[src/rtl/io_wait_engine.sv]
// Status-poll offload: up to NUM_CH wait channels that watch a synchronised IO status
// bus with mask/compare, debounce and prescaled timeout, driving IO control bits while waiting.
module io_wait_engine #(
   parameter int NUM_CH      = 4,
   parameter int STAT_WIDTH  = 8,
   parameter int CTRL_WIDTH  = 8,
   parameter int CNT_WIDTH   = 12,
   parameter int PRESCALE    = 1,
   parameter int SYNC_STAGES = 2,
   parameter int MATCH_HOLD  = 1,
   localparam int SEL_W      = (NUM_CH > 1) ? $clog2(NUM_CH) : 1
) (
   input  logic                    CLK,
   input  logic                    RST,
   input  logic [STAT_WIDTH-1:0]   STATUS,
   input  logic [SEL_W-1:0]        CH_SEL,
   input  logic                    START,
   input  logic                    ABORT,
   input  logic [1:0]              MODE,
   input  logic [STAT_WIDTH-1:0]   MASK,
   input  logic [STAT_WIDTH-1:0]   REF,
   input  logic [CNT_WIDTH-1:0]    LIMIT,
   input  logic [CTRL_WIDTH-1:0]   CTRL,
   output logic [NUM_CH-1:0]       BUSY,
   output logic [NUM_CH-1:0]       DONE,
   output logic [2*NUM_CH-1:0]     RESULT,
   output logic [CNT_WIDTH-1:0]    ELAPSED,
   output logic [CTRL_WIDTH-1:0]   CTRL_OUT,
   output logic                    IRQ
);

   localparam int PRE_W  = (PRESCALE > 1) ? $clog2(PRESCALE) : 1;
   localparam int HOLD_W = (MATCH_HOLD > 1) ? $clog2(MATCH_HOLD) : 1;
   localparam logic [PRE_W-1:0]  PRE_LAST  = PRE_W'(PRESCALE - 1);
   localparam logic [HOLD_W-1:0] HOLD_LAST = HOLD_W'(MATCH_HOLD - 1);
   localparam logic [1:0] RES_NONE    = 2'b00;
   localparam logic [1:0] RES_MATCH   = 2'b01;
   localparam logic [1:0] RES_TIMEOUT = 2'b10;
   localparam logic [1:0] RES_ABORT   = 2'b11;

   typedef enum logic {S_IDLE, S_WAIT} state_t;

   function automatic logic match_fn(input logic [1:0] mode, input logic [STAT_WIDTH-1:0] stat,
                                     input logic [STAT_WIDTH-1:0] mask, input logic [STAT_WIDTH-1:0] refv);
      logic [STAT_WIDTH-1:0] m;
      m = stat & mask;
      case (mode)
         2'b00:   return m == (refv & mask);
         2'b01:   return m != (refv & mask);
         2'b10:   return |m;
         default: return m == mask;
      endcase
   endfunction

   function automatic logic [CNT_WIDTH-1:0] sat_inc(input logic [CNT_WIDTH-1:0] v);
      return (&v) ? v : v + CNT_WIDTH'(1);
   endfunction

   logic [STAT_WIDTH-1:0]        sync_q [SYNC_STAGES];
   logic [STAT_WIDTH-1:0]        s_stat;
   logic [PRE_W-1:0]             pre_q;
   logic                         tick;
   logic [NUM_CH-1:0]            busy_vec;
   logic [NUM_CH-1:0]            done_vec;
   logic [2*NUM_CH-1:0]          result_flat;
   logic [NUM_CH*CNT_WIDTH-1:0]  elapsed_flat;
   logic [NUM_CH*CTRL_WIDTH-1:0] ctrl_flat;
   logic                         irq_q;

   // status synchroniser stage
   always_ff @(posedge CLK or posedge RST) begin
      if (RST) begin
         for (int i = 0; i < SYNC_STAGES; i++) sync_q[i] <= '0;
      end else begin
         sync_q[0] <= STATUS;
         for (int i = 1; i < SYNC_STAGES; i++) sync_q[i] <= sync_q[i-1];
      end
   end

   assign s_stat = sync_q[SYNC_STAGES-1];

   // free-running prescaler; START does not realign it
   assign tick = (pre_q == PRE_LAST);

   always_ff @(posedge CLK or posedge RST) begin
      if (RST) pre_q <= '0;
      else     pre_q <= tick ? '0 : pre_q + PRE_W'(1);
   end

   for (genvar g = 0; g < NUM_CH; g++) begin : g_ch
      state_t                 state_q, state_d;
      logic [1:0]             mode_q;
      logic [STAT_WIDTH-1:0]  mask_q, ref_q;
      logic [CNT_WIDTH-1:0]   limit_q;
      logic [CTRL_WIDTH-1:0]  ctrl_q;
      logic [CNT_WIDTH-1:0]   elapsed_q, elapsed_d;
      logic [HOLD_W-1:0]      hold_q, hold_d;
      logic [1:0]             result_q, result_d;
      logic                   done_q, done_d;
      logic                   sel, start_hit, abort_hit, match, complete, timeout, load;

      assign sel       = (CH_SEL == SEL_W'(g));
      assign start_hit = START & sel & ~ABORT;
      assign abort_hit = ABORT & sel;
      assign match     = match_fn(mode_q, s_stat, mask_q, ref_q);
      assign complete  = match && (hold_q == HOLD_LAST);
      assign timeout   = tick && (limit_q != '0) && ((elapsed_q + CNT_WIDTH'(1)) == limit_q);
      assign load      = (state_q == S_IDLE) && start_hit;

      always_ff @(posedge CLK or posedge RST) begin
         if (RST) state_q <= S_IDLE;
         else     state_q <= state_d;
      end

      always_comb begin
         state_d = state_q;
         case (state_q)
            S_IDLE:  if (start_hit) state_d = S_WAIT;
            S_WAIT:  if (abort_hit || complete || timeout) state_d = S_IDLE;
            default: state_d = S_IDLE;
         endcase
      end

      // abort outranks completion, completion outranks timeout
      always_comb begin
         done_d    = 1'b0;
         result_d  = result_q;
         hold_d    = hold_q;
         elapsed_d = elapsed_q;
         case (state_q)
            S_IDLE: begin
               if (start_hit) begin
                  result_d  = RES_NONE;
                  hold_d    = '0;
                  elapsed_d = '0;
               end
            end
            S_WAIT: begin
               hold_d = match ? hold_q + HOLD_W'(1) : '0;
               if (tick) elapsed_d = sat_inc(elapsed_q);
               if (abort_hit) begin
                  result_d = RES_ABORT;
               end else if (complete) begin
                  result_d = RES_MATCH;
                  done_d   = 1'b1;
               end else if (timeout) begin
                  result_d = RES_TIMEOUT;
                  done_d   = 1'b1;
               end
            end
            default: ;
         endcase
      end

      always_ff @(posedge CLK or posedge RST) begin
         if (RST) begin
            done_q    <= 1'b0;
            result_q  <= RES_NONE;
            hold_q    <= '0;
            elapsed_q <= '0;
         end else begin
            done_q    <= done_d;
            result_q  <= result_d;
            hold_q    <= hold_d;
            elapsed_q <= elapsed_d;
         end
      end

      always_ff @(posedge CLK) begin
         if (load) begin
            mode_q  <= MODE;
            mask_q  <= MASK;
            ref_q   <= REF;
            limit_q <= LIMIT;
            ctrl_q  <= CTRL;
         end
      end

      assign busy_vec[g]                             = (state_q == S_WAIT);
      assign done_vec[g]                             = done_q;
      assign result_flat[2*g +: 2]                   = result_q;
      assign elapsed_flat[g*CNT_WIDTH +: CNT_WIDTH]  = elapsed_q;
      assign ctrl_flat[g*CTRL_WIDTH +: CTRL_WIDTH]   = ctrl_q;
   end

   always_comb begin
      ELAPSED = '0;
      for (int i = 0; i < NUM_CH; i++)
         if (CH_SEL == SEL_W'(i)) ELAPSED = elapsed_flat[i*CNT_WIDTH +: CNT_WIDTH];
   end

   always_comb begin
      CTRL_OUT = '0;
      for (int i = 0; i < NUM_CH; i++)
         if (busy_vec[i]) CTRL_OUT = CTRL_OUT | ctrl_flat[i*CTRL_WIDTH +: CTRL_WIDTH];
   end

   // interrupt stage, one cycle behind DONE
   always_ff @(posedge CLK or posedge RST) begin
      if (RST) irq_q <= 1'b0;
      else     irq_q <= |done_vec;
   end

   assign BUSY   = busy_vec;
   assign DONE   = done_vec;
   assign RESULT = result_flat;
   assign IRQ    = irq_q;

endmodule
[config.mk]
export PLATFORM = sky130hd
export DESIGN_NAME = io_wait_engine
export DESIGN_NICKNAME = d
export VERILOG_FILES = /design/src/rtl/io_wait_engine.sv
export SDC_FILE = /design/constraint.sdc
export NUM_CORES = 1
export LEC_CHECK = 0
export CAP_MARGIN = 0
export CORE_ASPECT_RATIO = 0.9
export CORE_MARGIN = 2
export CORE_UTILIZATION = 53
export DETAILED_ROUTE_END_ITERATION = 8
export MAX_ROUTING_LAYER = met4
export PLACE_DENSITY_LB_ADDON = 0.08
export SLEW_MARGIN = 20
export SYNTH_ARGS = -nofsm -noshare
export SYNTH_HDL_FRONTEND = slang
export SYNTH_SLANG_ARGS = --single-unit
export TNS_END_PERCENT = 5
[constraint.sdc]
create_clock -name CLK -period 3.75 [get_ports CLK]
set_input_delay 1.125 -clock CLK [delete_from_list [all_inputs] [get_ports CLK]]
set_output_delay 1.125 -clock CLK [all_outputs]
set_load 0.01 [all_outputs]
After elaboration in Yosys (flattened, before gate mapping):

Cells that the tools add are included.
Widths: inputs -> output; s select.

* bits in registers: 238
* bits in latches: 0
* bits in writable memories: 0
* bits in read-only memories: 0
* input bits: 52
* memories: 0

* add/sub/neg operators: 9
* multiply operators: 0
* div/mod/pow operators: 0
* magnitude comparators: 0
* equal/unequal tests: 43
* shift operators: 0
* multiplexer cells: 89
* bitwise operators: 33
* reduce and logical (&&, ||, !) cells: 50

Operators by type and width (count)
* $mux 12: 16
* $pmux 12 s2: 4
* $and 8x8->8: 8
* $eq 8x8->1: 8
* $add 12x1->12 const B: 4
* $eq 12x12->1: 4
* $reduce_and 12->1: 4
* $reduce_bool 12->1: 4
* $mux 1: 33
* $mux 2: 16
* $mux 8: 4
* $ne 8x8->1: 4
* $reduce_or 8->1: 4
* $ne 2x2->1 const B: 12
* $or 8x8->8: 3
* $logic_and 1x1->1: 16
* $ne 4x1->1 const B: 4
* $pmux 1 s2: 8
* $pmux 2 s2: 4
* $and 1x1->1: 12
* $eq 2x2->1 const B: 6
* $pmux 1 s3: 4
* $reduce_and 3->1: 4
* $eq 2x1->1 const B: 5
* 6 further kinds: 33

Logic depth before layout (Yosys ltp):

Gate-level depths: netlist of the first run.

* word-level depth: 8
* gate-level depth with buffers: 10
* mapped depth without buffers: 9

Least setup slack after synthesis of the first run:

OpenSTA, ideal clock, no wires.

* path kind: in2reg
* start point: input port CH_SEL[0]
* end point: register g_ch[3].ctrl_q[0], enable pin
* setup time: 435 ps
* arrival time: 3860 ps
* required time: 3315 ps
* slack: -545 ps
* cell stages on the path: 4
* path buffers: 2
* cells stage by stage: buf_1 -> clkbuf_1 -> nand3_1 -> nor2_1

* longest elaborated chain between the ends: 4

RTL lines
* start: declaration: line 16 `input logic [SEL_W-1:0] CH_SEL,`
* $eq 2x2->1: line 102 `assign sel = (CH_SEL == SEL_W'(g));`
* $and 1x1->1 (2 in series): line 103 `assign start_hit = START & sel & ~ABORT;`
* $logic_and 1x1->1: line 108 `assign load = (state_q == S_IDLE) && start_hit;`
* named net g_ch[3].load: line 100 `logic sel, start_hit, abort_hit, match, complete, timeout, load;`
* end signal: assignment: line 175 `ctrl_q <= CTRL;`
* end: declaration: line 95 `logic [CTRL_WIDTH-1:0] ctrl_q;`

The timed path passes the listed nets, and every way through them passes these cells.
A chain may end at the register's enable or synchronous reset.

Worst setup path in the final report of the first run:

* start point: input port CH_SEL[1]
* end point: output port ELAPSED[4]

* longest elaborated chain between the ends: 5
* elaborated cells between the ends (all ways): 8

RTL lines
* $logic_not 2->1: line 189 `if (CH_SEL == SEL_W'(i)) ELAPSED = elapsed_flat[i*CNT_WIDTH +: CNT_WIDTH];`
* $mux 12 (3 in series): line 189
* $mux 12 *: line 189
* end: declaration: line 27 `output logic [CNT_WIDTH-1:0] ELAPSED,`

Mark *: on every way between the ends. The rest lies on a longest branch, timed or not.

==> metrics, run 1 <==
initial antenna violation count=1; Max Fclk=roughly 0.27 GHz; CP peak stage delay=0.50 ns; Post-Synth Adder-Cell Area=1.97%; DR vias/cell=about 6; net switching power figure=approximately 0.0020 W; Cell Area, Synth=around 0.012 mm2; Die ar.=around 0.024 mm2; Yosys reg bits=around 240; startpoint types=input port; fin util=62.5%; H-tree lvl count=1; Detailed Place HPWL=22100 um; CTS max path bufs=3; clock share of power=35.6%; Mapped Cells=~1000; vias in the first global route=around 8000; WHS Endpoint=s_stat[2]; Synth Area in XOR/XNOR=under 10%; Hold Vio Cnt, Final=0; Slowest cell on crit path=clkdlybuf4s50_1; Worst R2R End=g_ch[0].elapsed_q[7]; Routed WL per cell=21.6 um; Crit path max-delay family=buffers and inverters; arrival time worst endpoint=between 2 and 3 ns; Starting Density=53.8%; worst-path cell chain=clkdlybuf4s50_1, buf_4, mux4_2, dlygate4sd2_1; antenna-violating nets left=0; global placement routability congestion=about 0.9; CTS sink count=roughly 240; Post-CTS Setup Repair Bufs=0; final slew viol count=0; mux contribution to synthesized area=~2.8%; syn avg cell area=11.9 um2; Total GRT Usage=about a quarter; Slew headroom=a little over a third; Max VDD drop=about 0.00036 V; Pre-antenna DRT Iters=5; P_leak=about 5.1 nW; DRC viols=0; Bufs and invs on worst path=3; Final Cell Area=between 0.01 and 0.015 mm2; Clock Pin Slew Worst Setup and Hold Paths=~0.06 ns; ys async rst share=a little over a third; Hold Crit Class=flip-flop to flip-flop; synthesis-to-layout area growth=16.2%; Top Ports=89; port bufs=88; first-pass GRT wire length=between 40000 and 50000 um; hold wc startpoint=sync_q[10]; largest net degree at the start of global routing=46; slew at the pin closest to its max-slew limit=approximately 0.97 ns; worst-case clock skew=~0.014 ns; Die H=approximately 150 um; CP required=roughly 2.6 ns; area post-placement=0.0132 mm2; reg2reg start=g_ch[0].elapsed_q[0]; Setup crit start=CH_SEL[1]; CTS tree=done; Iter 0 DRT Violations=~870; Pint=approximately 0.005 W; critical path class=input port to output pin; Worst Setup End Kind=output pin; RSZ-0062 raised after global routing=false; cells on worst reg2reg path=7; Final Cycle Share=97.4%; outcome=finished, final reports clean; post-synth cell types=70; simple-gate share of the synthesized area=around 14%; die width=163 um; Setup-failing EPs final=0; switching share of power=between 20% and 30%; clock latency on the worst-skew pair=0.53 ns; setup tns final=0 ns; Max-cap violations=0; via count=8508; fraction of layout cells with a size suffix above 1=8.56%; CTS root buffer=clkbuf_16; Synth Warn #=0; Worst Hold Depth=0; fin crit period=between 3 and 4 ns; Top FF cell, synth=edfxtp_1; nets=1173; EDFF count, synth=roughly 150; Comb pwr share=approximately 17%; sequential fraction of design power=47.6%; grt ovf=0; largest family of logic cells by synthesized area=simple AND/OR/NAND/NOR gates; Seq/Total Area, Yosys=between 50% and 60%; final wirelength=between 30000 and 40000 um; Pwr Density=between 400 and 500 mW/mm2; CORE AREA=0.0224 mm2; Num CTS Buffers=25; reg-to-reg slack, setup=0.87 ns; Net Count, Synth=about 1100; FP Rows=52; critical path peak fanout=20; post-synthesis compound-gate area fraction=12.6%
[power by group through the flow]
stage                     combinational [W]  sequential, W  clock [W]
after floorplan                    0.000864        0.00317          0
after global placement              0.00116        0.00336          0
after detailed placement            0.00118        0.00335          0
after CTS                           0.00117        0.00331    0.00251
after global routing                0.00130        0.00335    0.00263
final                               0.00117        0.00331    0.00248
[cell families (layout without fill, tap and decap cells)]
family                   count (synthesis)  in the layout
AND/OR/NAND/NOR                        306            306
other                                    0              2
AO/OA/AOI/OAI                          232            232
buffers and inverters                   80            182
multiplexers                            18             18
XOR/XNOR                               127            127
adder cells (fa/ha/maj)                 19             19
flip-flops                             237            237
[worst reg2reg max path: cells and delay by family, from the launching register on]
family	cells	cell delay, ns
AOI/OAI and AO/OA	3	0.71
adders and majority gates	1	0.37
DFF	1	0.52
and+or+nand+nor	3	1.18
[metrics by stage]
| stage | hold slack, ns | power (W) | worst slack [ns] | std cells |
|---|---|---|---|---|
| after global routing | 0.358 | 0.00727 | 0.0567 | 1419 |
| after global placement | 0.333 | 0.00452 | -0.237 | 1372 |
| after floorplan | 0.331 | 0.00404 | -0.143 | 1019 |
| after detailed placement | 0.335 | 0.00454 | -0.265 | 1372 |
| final | 0.346 | 0.00696 | 0.0971 | 1420 |
| after CTS | 0.348 | 0.00699 | -0.00332 | 1418 |
[layer usage]
layer  up-vias  track usage (%)  wire, um
met3        39             3.70      2200
met1      4189             41.5     14900
met2       302             37.3     13000
li1       3978                -         -
met4         0             6.15       590
met5         -                -         0
[sequential cells by signal, indices dropped and copies added (netlist names)]
register	flops
g_ch.state_q	4
g_ch.hold_q	4
g_ch.done_q	4
g_ch.limit_q	48
g_ch.ctrl_q	32
g_ch.elapsed_q	48
g_ch.mask_q	32
IRQ	1
g_ch.mode_q	8
s_stat	8
g_ch.result_q	8
g_ch.ref_q	32
sync_q	8
[cells in the mapped netlist, drive strengths merged, types with 3 or more instances]
| cell | number | share of area (%) |
|---|---|---|
| nor4 | 19 | 1.4 |
| o31ai | 13 | 0.81 |
| nand2b | 10 | 0.52 |
| o41ai | 3 | 0.22 |
| nand3 | 35 | 1.7 |
| buf | 31 | 1.5 |
| and3 | 8 | 0.42 |
| nand2 | 63 | 2.0 |
| dfrtp | 85 | 18 |
| or3 | 7 | 0.36 |
| a21oi | 29 | 1.2 |
| a31oi | 11 | 0.57 |
| edfxtp | 152 | 38 |
| o22ai | 5 | 0.26 |
| nand4b | 4 | 0.29 |
| o22a | 3 | 0.22 |
| clkbuf | 24 | 1.1 |
| or4 | 3 | 0.19 |
| and4 | 4 | 0.29 |
| inv | 24 | 0.75 |
| xnor2 | 74 | 5.4 |
| and2 | 7 | 0.38 |
| o32ai | 3 | 0.22 |
| nand3b | 5 | 0.31 |
| a21o | 5 | 0.31 |
| nor3 | 16 | 0.70 |
| ha | 19 | 2.0 |
| a222oi | 3 | 0.25 |
| mux2i | 5 | 0.41 |
| o211ai | 3 | 0.19 |
| a22oi | 62 | 3.9 |
| mux4 | 12 | 2.3 |
| a211o | 4 | 0.30 |
| xor2 | 53 | 3.8 |
| o21ai | 72 | 3.0 |
| nor2b | 50 | 2.6 |
| nor2 | 43 | 1.3 |
| nand4 | 24 | 1.5 |
[worst max-delay path by stage]
stage | end | cells after the start
after floorplan | g_ch[2].ctrl_q[0] | 5
after global placement | ELAPSED[6] | 4
after detailed placement | ELAPSED[6] | 4
after CTS | ELAPSED[2] | 4
after global routing | ELAPSED[1] | 4
final | ELAPSED[4] | 4
[layout make-up]
class                   count  area, um2
inverters                  24       92.6
clock buffers              29        651
flip-flops and latches    237       6690
fillers                  1805       8410
diodes                      2       5.00
repair buffers            112       1080
multi-input cells         702       4970
clock inverters            17        166
well taps                 297        372
[repair_timing]
item                                    in CTS  in global routing
resized for setup                           14                 11
hold buffers                                 0                  0
cloned                                       0                  0
pin swaps                                    0                  0
endpoints found under the setup margin      12                 12
hold endpoints to repair                     0                  0
[placed cells by master, fill, tap and decap left out, drive strengths merged, types with 5 or more instances in the layout]
cell type and n:
nor2 43, mux2i 5, edfxtp 152, o22ai 5
nor2b 50, buf 24, nand2 63, or3 7
mux4 12, clkbuf 30, nor4 19, clkdlybuf4s15 9
nand3 35, o21ai 72, inv 25, and2 7
xnor2 74, dfrtp 85, nor3 16, a22oi 62
ha 19, xor2 53, a21oi 29, a21o 5
and3 8, nand4 24, nand2b 10, clkdlybuf4s50 75
nand3b 5, clkinv 10, a31oi 11, o31ai 13
Power figures use the tool's default switching activity.
==> run 2, diff against run 1 <==
--- a/config.mk
+++ b/config.mk
@@ -5,11 +5,13 @@
 export SDC_FILE = /design/constraint.sdc
 export NUM_CORES = 1
 export LEC_CHECK = 0
+export ABC_AREA = 1
 export CAP_MARGIN = 0
 export CORE_ASPECT_RATIO = 0.9
 export CORE_MARGIN = 2
-export CORE_UTILIZATION = 53
+export CORE_UTILIZATION = 58
 export DETAILED_ROUTE_END_ITERATION = 8
+export DONT_BUFFER_PORTS = 1
 export MAX_ROUTING_LAYER = met4
 export PLACE_DENSITY_LB_ADDON = 0.08
 export SLEW_MARGIN = 20
==> run 2 against run 1 <==
Die area decreased by 7.4%. Wire length increased by 7.3%. Worst hold slack improved by 0.0018 ns. Non-clock buffer count decreased by 103. Critical path depth increased by 2. Worst setup slack improved by 0.45 ns. Clock-buffer cell count increased by 9. Total power increased by 14%. First-iteration DRC count increased by 16%.
==> metrics, run 2 <==
outcome=finished, final reports clean; critical path class=input port to output pin; switching share of power=34.5% (+6.1 points); Num CTS Buffers=26 (+4.0%); Die H=142 um (-3.8%); nets=1437 (+23%); Final Cycle Share=85.3% (-12 points); worst-path cell chain=inv_1, nor2_1, inv_1, o22ai_1, a21oi_1, o21ai_0; Hold Vio Cnt, Final=0 (unchanged); worst-case clock skew=0.0190 ns (+0.00459 ns); CORE AREA=0.0207 mm2 (-7.7%); final slew viol count=0 (unchanged); syn avg cell area=8.95 um2 (-24%); reg-to-reg slack, setup=1.08 ns (+0.21 ns); Place WS=0.595 ns (+0.860 ns); Iter 0 DRT Violations=1003 (+16%); Bufs and invs on worst path=2 (-1); M1 WL=14600 um (-2.3%); antenna-violating nets left=0 (unchanged); Cell Area, Synth=0.0122 mm2 (+1.1%); Hold Crit Class=flip-flop to flip-flop; FP Rows=50 (-3.8%); sequential fraction of design power=46.0% (-1.6 points); Seq/Total Area, Yosys=54.8% (-0.60 points); synthesis-to-layout area growth=9.32%; Routed WL per cell=19.7 um (-8.8%); CTS sink count=237 (unchanged); P_leak=5.62 nW (+11%); Die ar.=0.0222 mm2 (-7.4%); Starting Density=59.0% (+5.2 points); cells on worst reg2reg path=15 (+8); H-tree lvl count=1 (unchanged); clock share of power=31.5% (-4.1 points); Clock Pin Slew Worst Setup and Hold Paths=0.06 ns (about the same); Setup-failing EPs final=0 (unchanged); cell mode on critical path=inv_1; Worst Hold Depth=0 (unchanged); Worst R2R End=g_ch[3].result_q[1]; Post-CTS Setup Repair Bufs=0 (unchanged); Top Ports=89 (unchanged); Mapped Cells=1364 (+34%); via count=9636 (+13%); post-synth cell types=43 (-39%); ANT cells=0 (-2); hold wc startpoint=sync_q[12]; first-pass GRT wire length=50300 um (+6.3%); global placement routability congestion=0.963 (+7.3%); Slowest cell on crit path=inv_1; vias in the first global route=8856 (+9.4%); biggest regs=g_ch.elapsed_q x48, g_ch.limit_q x48; hold_ws=0.348 ns (+0.00176 ns); EDFF count, synth=152 (unchanged); critical path peak fanout=12 (-40%); Synth top area share=37.4% (-0.41 points); setup ws final=0.550 ns (+0.453 ns); arrival time worst endpoint=2.07 ns (-0.46 ns); Crit path max-delay family=compound AO/OA/AOI/OAI gates; Detailed Place HPWL=24300 um (+10%); top cells by area, synth=edfxtp_1, dfrtp_1, nand2_1, nand3_1, inv_1; Synth Warn #=0 (unchanged); Max Fclk=0.313 GHz (+14%); setup tns final=0 ns (unchanged); Pint=0.00519 W (+4.2%); startpoint types=input port; Worst Setup End Kind=output pin; grt ovf=0 (unchanged); Multi-input gate area=0.00473 mm2 (-4.8%); DRC viols=0 (unchanged); Top FF cell, synth=edfxtp_1; clock latency on the worst-skew pair=0.54 ns (about the same); final wirelength=33000 um (+7.3%); Total GRT Usage=31.1% (+4.4 points); fraction of layout cells with a size suffix above 1=6.28% (-2.3 points); fin util=64.5% (+1.9 points); net switching power figure=0.00274 W (+38%); most frequent cells in the layout=nand2_1, inv_1, nand3_1, edfxtp_1, nor2_1; top post-synthesis cells by count=nand2_1, inv_1, edfxtp_1, nand3_1, nor2_1; post_cts resized=0 (-14); area occupied by registers=0.00669 mm2 (unchanged); top sig layer=met4; CP peak stage delay=0.33 ns (-0.17 ns); ys async rst share=35.9% (unchanged); Max VDD drop=0.000507 V (+40%); DR vias/cell=5.76 (-3.8%); Max-cap violations=0 (unchanged); most common cell in the netlist=nand2_1; area leader, netlist=edfxtp_1; port bufs=0 (-100%); initial antenna violation count=0 (-1); Pwr Density=594 mW/mm2 (+20%); die width=157 um (-3.8%); Yosys reg bits=237 (unchanged); CTS root buffer=clkbuf_16; hold buffer count at CTS=0 (unchanged); routed wl met3=3890 um (+77%); Net Count, Synth=1435 (+32%); reg2reg start=g_ch[3].mode_q[0]; CTS max path bufs=3 (unchanged); fin crit period=3.20 ns (-0.453 ns); slew at the pin closest to its max-slew limit=0.997 ns (+0.0318 ns); Comb pwr share=22.5% (+5.7 points); CTS tree=done; WL met2=13700 um (+5.3%); CP required=2.62 ns (about the same); largest net degree at the start of global routing=50 (+8.7%); most common cell after layout, fill and taps aside=nand2_1; # fillers=1645 (-8.9%); Slew headroom=33.5% (-1.8 points); Pre-antenna DRT Iters=5 (unchanged); WHS Endpoint=s_stat[4]; RSZ-0062 raised after global routing=false
## run 2: how the worst max path moves through the flow
stage          startpoint  cells after the start                   end  slack [ns]
2_1_floorplan       ABORT                      6  g_ch[3].elapsed_q[6]        0.12
3_3_place_gp    CH_SEL[0]                      6            ELAPSED[6]        0.64
3_5_place_dp    CH_SEL[0]                      6            ELAPSED[9]        0.60
4_1_cts         CH_SEL[1]                      5            ELAPSED[9]        0.59
5_1_grt         CH_SEL[0]                      6           ELAPSED[10]        0.46
6_report        CH_SEL[0]                      6            ELAPSED[9]        0.55
## run 2: cell type report
type | instances | area share (%)
inverter | 162 | 4.57
sequential | 237 | 50.1
tap | 286 | 2.68
clock inverter | 10 | 0.609
timing repair buffer | 9 | 0.881
clock buffer | 38 | 5.67
multi-input combinational | 930 | 35.4
## run 2: kinds of logic after synthesis
group,Yosys count,synth area share (%)
AO/OA/AOI/OAI,161,8.40
XOR/XNOR,32,2.76
adder cells (fa/ha/maj),19,1.95
buffers and inverters,197,6.72
flip-flops,237,54.8
AND/OR/NAND/NOR,718,25.4
## run 2: stage by stage
step | instances | instance area, um2 | total power, W
after global placement | 1624 | 12500 | 0.00539
after CTS | 1672 | 13300 | 0.00790
after floorplan | 1364 | 12200 | 0.00487
after global routing | 1672 | 13300 | 0.00832
after detailed placement | 1624 | 12500 | 0.00542
final | 1672 | 13300 | 0.00793
## run 2: metal layers
metal	vias up	track usage [%]
met5	-	-
met2	450	41.3
met1	4530	46.3
li1	4598	-
met3	58	9.22
met4	0	9.03
## run 2: power groups by stage
stage	Combinational (W)	Clock, W	Sequential [W]
global placement	0.00171	0	0.00368
floorplan	0.00144	0	0.00344
finish	0.00178	0.00250	0.00365
CTS	0.00175	0.00252	0.00363
detailed placement	0.00174	0	0.00368
global route	0.00200	0.00262	0.00370
==> edit 1 (config.mk and constraints of run 2) <==
Make the reset (`RST`) synchronous in 5 clocked blocks.
--- a/src/rtl/io_wait_engine.sv
+++ b/src/rtl/io_wait_engine.sv
@@ -68,7 +68,7 @@
    logic                         irq_q;
 
    // status synchroniser stage
-   always_ff @(posedge CLK or posedge RST) begin
+   always_ff @(posedge CLK) begin
       if (RST) begin
          for (int i = 0; i < SYNC_STAGES; i++) sync_q[i] <= '0;
       end else begin
@@ -82,7 +82,7 @@
    // free-running prescaler; START does not realign it
    assign tick = (pre_q == PRE_LAST);
 
-   always_ff @(posedge CLK or posedge RST) begin
+   always_ff @(posedge CLK) begin
       if (RST) pre_q <= '0;
       else     pre_q <= tick ? '0 : pre_q + PRE_W'(1);
    end
@@ -107,7 +107,7 @@
       assign timeout   = tick && (limit_q != '0) && ((elapsed_q + CNT_WIDTH'(1)) == limit_q);
       assign load      = (state_q == S_IDLE) && start_hit;
 
-      always_ff @(posedge CLK or posedge RST) begin
+      always_ff @(posedge CLK) begin
          if (RST) state_q <= S_IDLE;
          else     state_q <= state_d;
       end
@@ -152,7 +152,7 @@
          endcase
       end
 
-      always_ff @(posedge CLK or posedge RST) begin
+      always_ff @(posedge CLK) begin
          if (RST) begin
             done_q    <= 1'b0;
             result_q  <= RES_NONE;
@@ -196,7 +196,7 @@
    end
 
    // interrupt stage, one cycle behind DONE
-   always_ff @(posedge CLK or posedge RST) begin
+   always_ff @(posedge CLK) begin
       if (RST) irq_q <= 1'b0;
       else     irq_q <= |done_vec;
    end
Check against the original RTL: differs if RST is asserted again (counterexample within 4 cycles, from zero or initial values and one cycle with RST high); with RST held inactive, the same outputs for 4 cycles.
==> edit 1 against run 2 <==
- sequential cell count rose by 1
- final area fell by 0.87%
- wire length rose by 0.93%
- non-clock buffer count rose by 2
- synthesized area did not move
- via count rose by 4.7%
- setup slack got worse by 0.24 ns
Power is not compared: it rests on default switching activity, and its combinational part moved more than twofold at a synthesized area within 25%.
==> edit 1: results (changes against run 2) <==
most frequent cells after synthesis=nand2_1, inv_1, nand3_1; Syn Inst Count=1491 (+9.3%); Syn Nets=1563 (+8.9%); Crit path max-delay family=simple AND/OR/NAND/NOR gates; hold_sp=sync_q[0][6]$_SDFF_PP0_; setup skew after layout=0.0281 ns (+0.00919 ns); R2R depth=12 (-3); R2R Path End=g_ch[2].done_q$_SDFF_PP0_; critical path startpoint=CH_SEL[1]; Worst path slowest cell=clkinv_1; drt total wl=33300 µm (+0.93%); placed cells=1745 (+7.5%); routability cong.=0.965 (+0.19%); max incr delay on CP=0.36 ns (+0.03 ns); GRT Util Overall=0.311 (-0.000340); initial antenna violation count=1 (+1); initial detailed-routing violation count=1112 (+11%); vias per cell=5.63 (-2.2%); crit path max fanout=10 (-2); status=finished, final reports clean; WHS=0.401 ns (+0.0526 ns); Synth Area in XOR/XNOR=0.0266 (-0.000922); Setup crit end=ELAPSED[11]; synth top area cells=edfxtp_1, dfxtp_1, nand2_1; sequential element share of the synthesized area=0.515 (-0.0332); Num CTS Buffers=25 (-3.8%); Avg WL per Cell=18.6 µm (-5.8%); adder-cell share of the synthesized area=0.0205 (+0.00102); FFs w/ async S/R, synth=0 (-0.359); share of cells above drive strength 1=0.0591 (-0.00363); first-pass GRT wire length=50700 µm (+0.88%)
## edit 1: cell types whose count changed in the layout (fill, tap and decap cells not counted), moves of 6 or more
cell,before,now
dfxtp_1,0,86
dfrtp_1,85,0
a21oi_1,16,66
nand2_1,391,440
o22ai_1,39,9
inv_1,158,183
nor2_1,105,117
o22ai_2,10,0
o21ai_0,68,60
a22oi_1,3,9
## edit 1: stage by stage
stage                     power [W]  setup slack (ns)  utilization  cell area, µm²
after global routing        0.00562             0.107        0.639           13200
after CTS                   0.00546             0.348        0.639           13200
final                       0.00546             0.306        0.639           13200
after global placement      0.00318             0.373        0.602           12500
after floorplan             0.00312            -0.176            -           12200
after detailed placement    0.00318             0.357        0.602           12500
## edit 1: metal layers
layer,vias up,global-route usage,part of all wire
li1,4914,-,-
met1,4671,0.458,0.44
met2,455,0.438,0.42
met3,50,0.0806,0.13
met4,0,0.0570,0.016
met5,-,-,0
## edit 1: kinds of logic after synthesis
logic type | count (synthesis)
other cells | 1
xor+xnor | 34
fa+ha+maj | 20
simple gates | 791
buf+inv | 231
compound gates | 176
flops | 238
## edit 1: report_power, final
| part | switching, W | leakage [nW] | total (W) | internal (W) |
|---|---|---|---|---|
| Sequential | 0.0000510 | 2.08 | 0.00289 | 0.00284 |
| Clock | 0.00103 | 0.372 | 0.00233 | 0.00130 |
| Combinational | 0.000161 | 2.71 | 0.000236 | 0.0000744 |
| Total | 0.00125 | 5.16 | 0.00546 | 0.00421 |
## edit 1: area by class of cell
class / instances / area (µm²)
Clock inverter: 12 / 70.1
Clock buffer: 34 / 691
Timing Repair Buffer: 11 / 108
Sequential cell: 238 / 6290
Inverter: 188 / 706
Tap cell: 286 / 358
Multi-Input combinational cell: 1022 / 5010
Fill cell: 1748 / 7480
## edit 1: worst min-delay path by stage
stage,endpoint,cells after the start
6_report,sync_q[0][14]$_SDFF_PP0_,2
3_3_place_gp,sync_q[0][14]$_SDFF_PP0_,2
4_1_cts,sync_q[0][13]$_SDFF_PP0_,2
5_1_grt,sync_q[0][14]$_SDFF_PP0_,2
3_5_place_dp,sync_q[0][13]$_SDFF_PP0_,2
2_1_floorplan,sync_q[0][10]$_SDFF_PP0_,2
## edit 1: worst min-delay path, cell delays in order, from the launching register on
cell,delay (ns)
dfxtp_1,0.29
inv_1,0.04
nor2_1,0.03
==> edit 2 (settings of run 2) <==
Made on the original files. `CNT_WIDTH`: 12 -> 8.
--- a/src/rtl/io_wait_engine.sv
+++ b/src/rtl/io_wait_engine.sv
@@ -4,7 +4,7 @@
    parameter int NUM_CH      = 4,
    parameter int STAT_WIDTH  = 8,
    parameter int CTRL_WIDTH  = 8,
-   parameter int CNT_WIDTH   = 12,
+   parameter int CNT_WIDTH   = 8,
    parameter int PRESCALE    = 1,
    parameter int SYNC_STAGES = 2,
    parameter int MATCH_HOLD  = 1,
Interface: changed (resized ELAPSED and LIMIT); port bits go from 89 to 81. No check against the original RTL was run, so the function may have changed too.
==> edit 2 against run 2 <==
- final cell count down 12%
- wire length is 20% lower
- setup slack improved by 0.11 ns
- sequential power fell by 16%
- die area is 15% lower
- total power down 17%
- synthesized area is 15% lower
- maximum frequency rose by 3.4%
- count of clock-buffer cells in the layout shrank 8
- largest power group unchanged
- register-to-register slack gained 0.02 ns
- first-iteration DRC count is 27% lower
- final area fell by 15%
- sequential cell count down 32
==> edit 2: results (changes against run 2) <==
Compound-Gate Fraction of Synth Area=0.0532 (-0.0308); First-pass DRT Iterations=6 (+1); crit path max fanout=8 (-4); Slew headroom=0.458 (+0.123); share of cells above drive strength 1=0.0757 (+0.0130); most frequent cells after synthesis=nand2_1, edfxtp_1, inv_1; Worst EP arrival=1.97 ns (-0.10 ns); Psw=0.00211 W (-23%); adder-cell share of the synthesized area=0.0193 (-0.000127); R2R setup slack=1.10 ns (+0.02 ns); largest net degree at the start of global routing=39 (-22%); status=finished, final reports clean; drt total wl=26300 µm (-20%); Num CTS Buffers=23 (-12%); Hold Path Sink=s_stat[7]$_DFF_PP0_; FFs w/ async S/R, synth=0.337 (-0.0221); placed cell area=10600 µm² (-15%); Worst path slowest cell=o22ai_1; R2R Path End=g_ch[3].result_q[0]$_DFFE_PP0P_; Setup crit end=ELAPSED[7]; clock share of power=0.346 (+0.031); first-pass GRT wire length=39200 µm (-22%); initial antenna violation count=2 (+2); Clk Latency, worst-skew pair=0.50 ns (-0.04 ns); Post-synth EDFFs=136 (-11%); Logic pwr share=0.189 (-0.036); number of library cell types mapped by synthesis=31 (-28%); vias in the first global route=7132 (-19%); routability cong.=1.00 (+3.9%); Post-Route M1 WL=12000 µm (-18%); average cell area after synthesis=8.60 µm² (-4.0%); Synth Area in XOR/XNOR=0.00254 (-0.0250); Leakage=5.05 nW (-10%); sequential cell power=0.00307 W (-16%); met3 WL=2920 µm (-25%); max incr delay on CP=0.22 ns (-0.11 ns)
## edit 2: cell types whose count changed in the layout (fill, tap and decap cells not counted), moves of 11 or more
cell / change
dfrtp_1: -16
edfxtp_1: -16
inv_1: -23
nand2_1: +58
nand2_2: +11
nand3_1: -18
nand4_1: -23
nor2_1: -33
o21ai_0: -27
o22ai_1: -11
xor2_1: -15
## edit 2: per-stage QoR
step	worst slack (ns)	hold WS (ns)
5_1_grt	0.553	0.352
6_report	0.656	0.345
4_1_cts	0.678	0.347
3_3_place_gp	0.752	0.332
3_5_place_dp	0.675	0.335
2_1_floorplan	0.0743	0.331
## edit 2: layout make-up
class                   count  area, µm²
clock buffers              30        633
fillers                  1451       6180
well taps                 240        300
repair buffers              8       85.1
multi-input cells         831       3860
flip-flops and latches    205       5810
clock inverters            11        141
inverters                 143        538
## edit 2: routing by layer
metal | global-route usage | vias to the layer above
met5 | - | -
met4 | 0.0668 | 0
met3 | 0.0794 | 45
met2 | 0.389 | 338
met1 | 0.432 | 3756
li1 | - | 3956
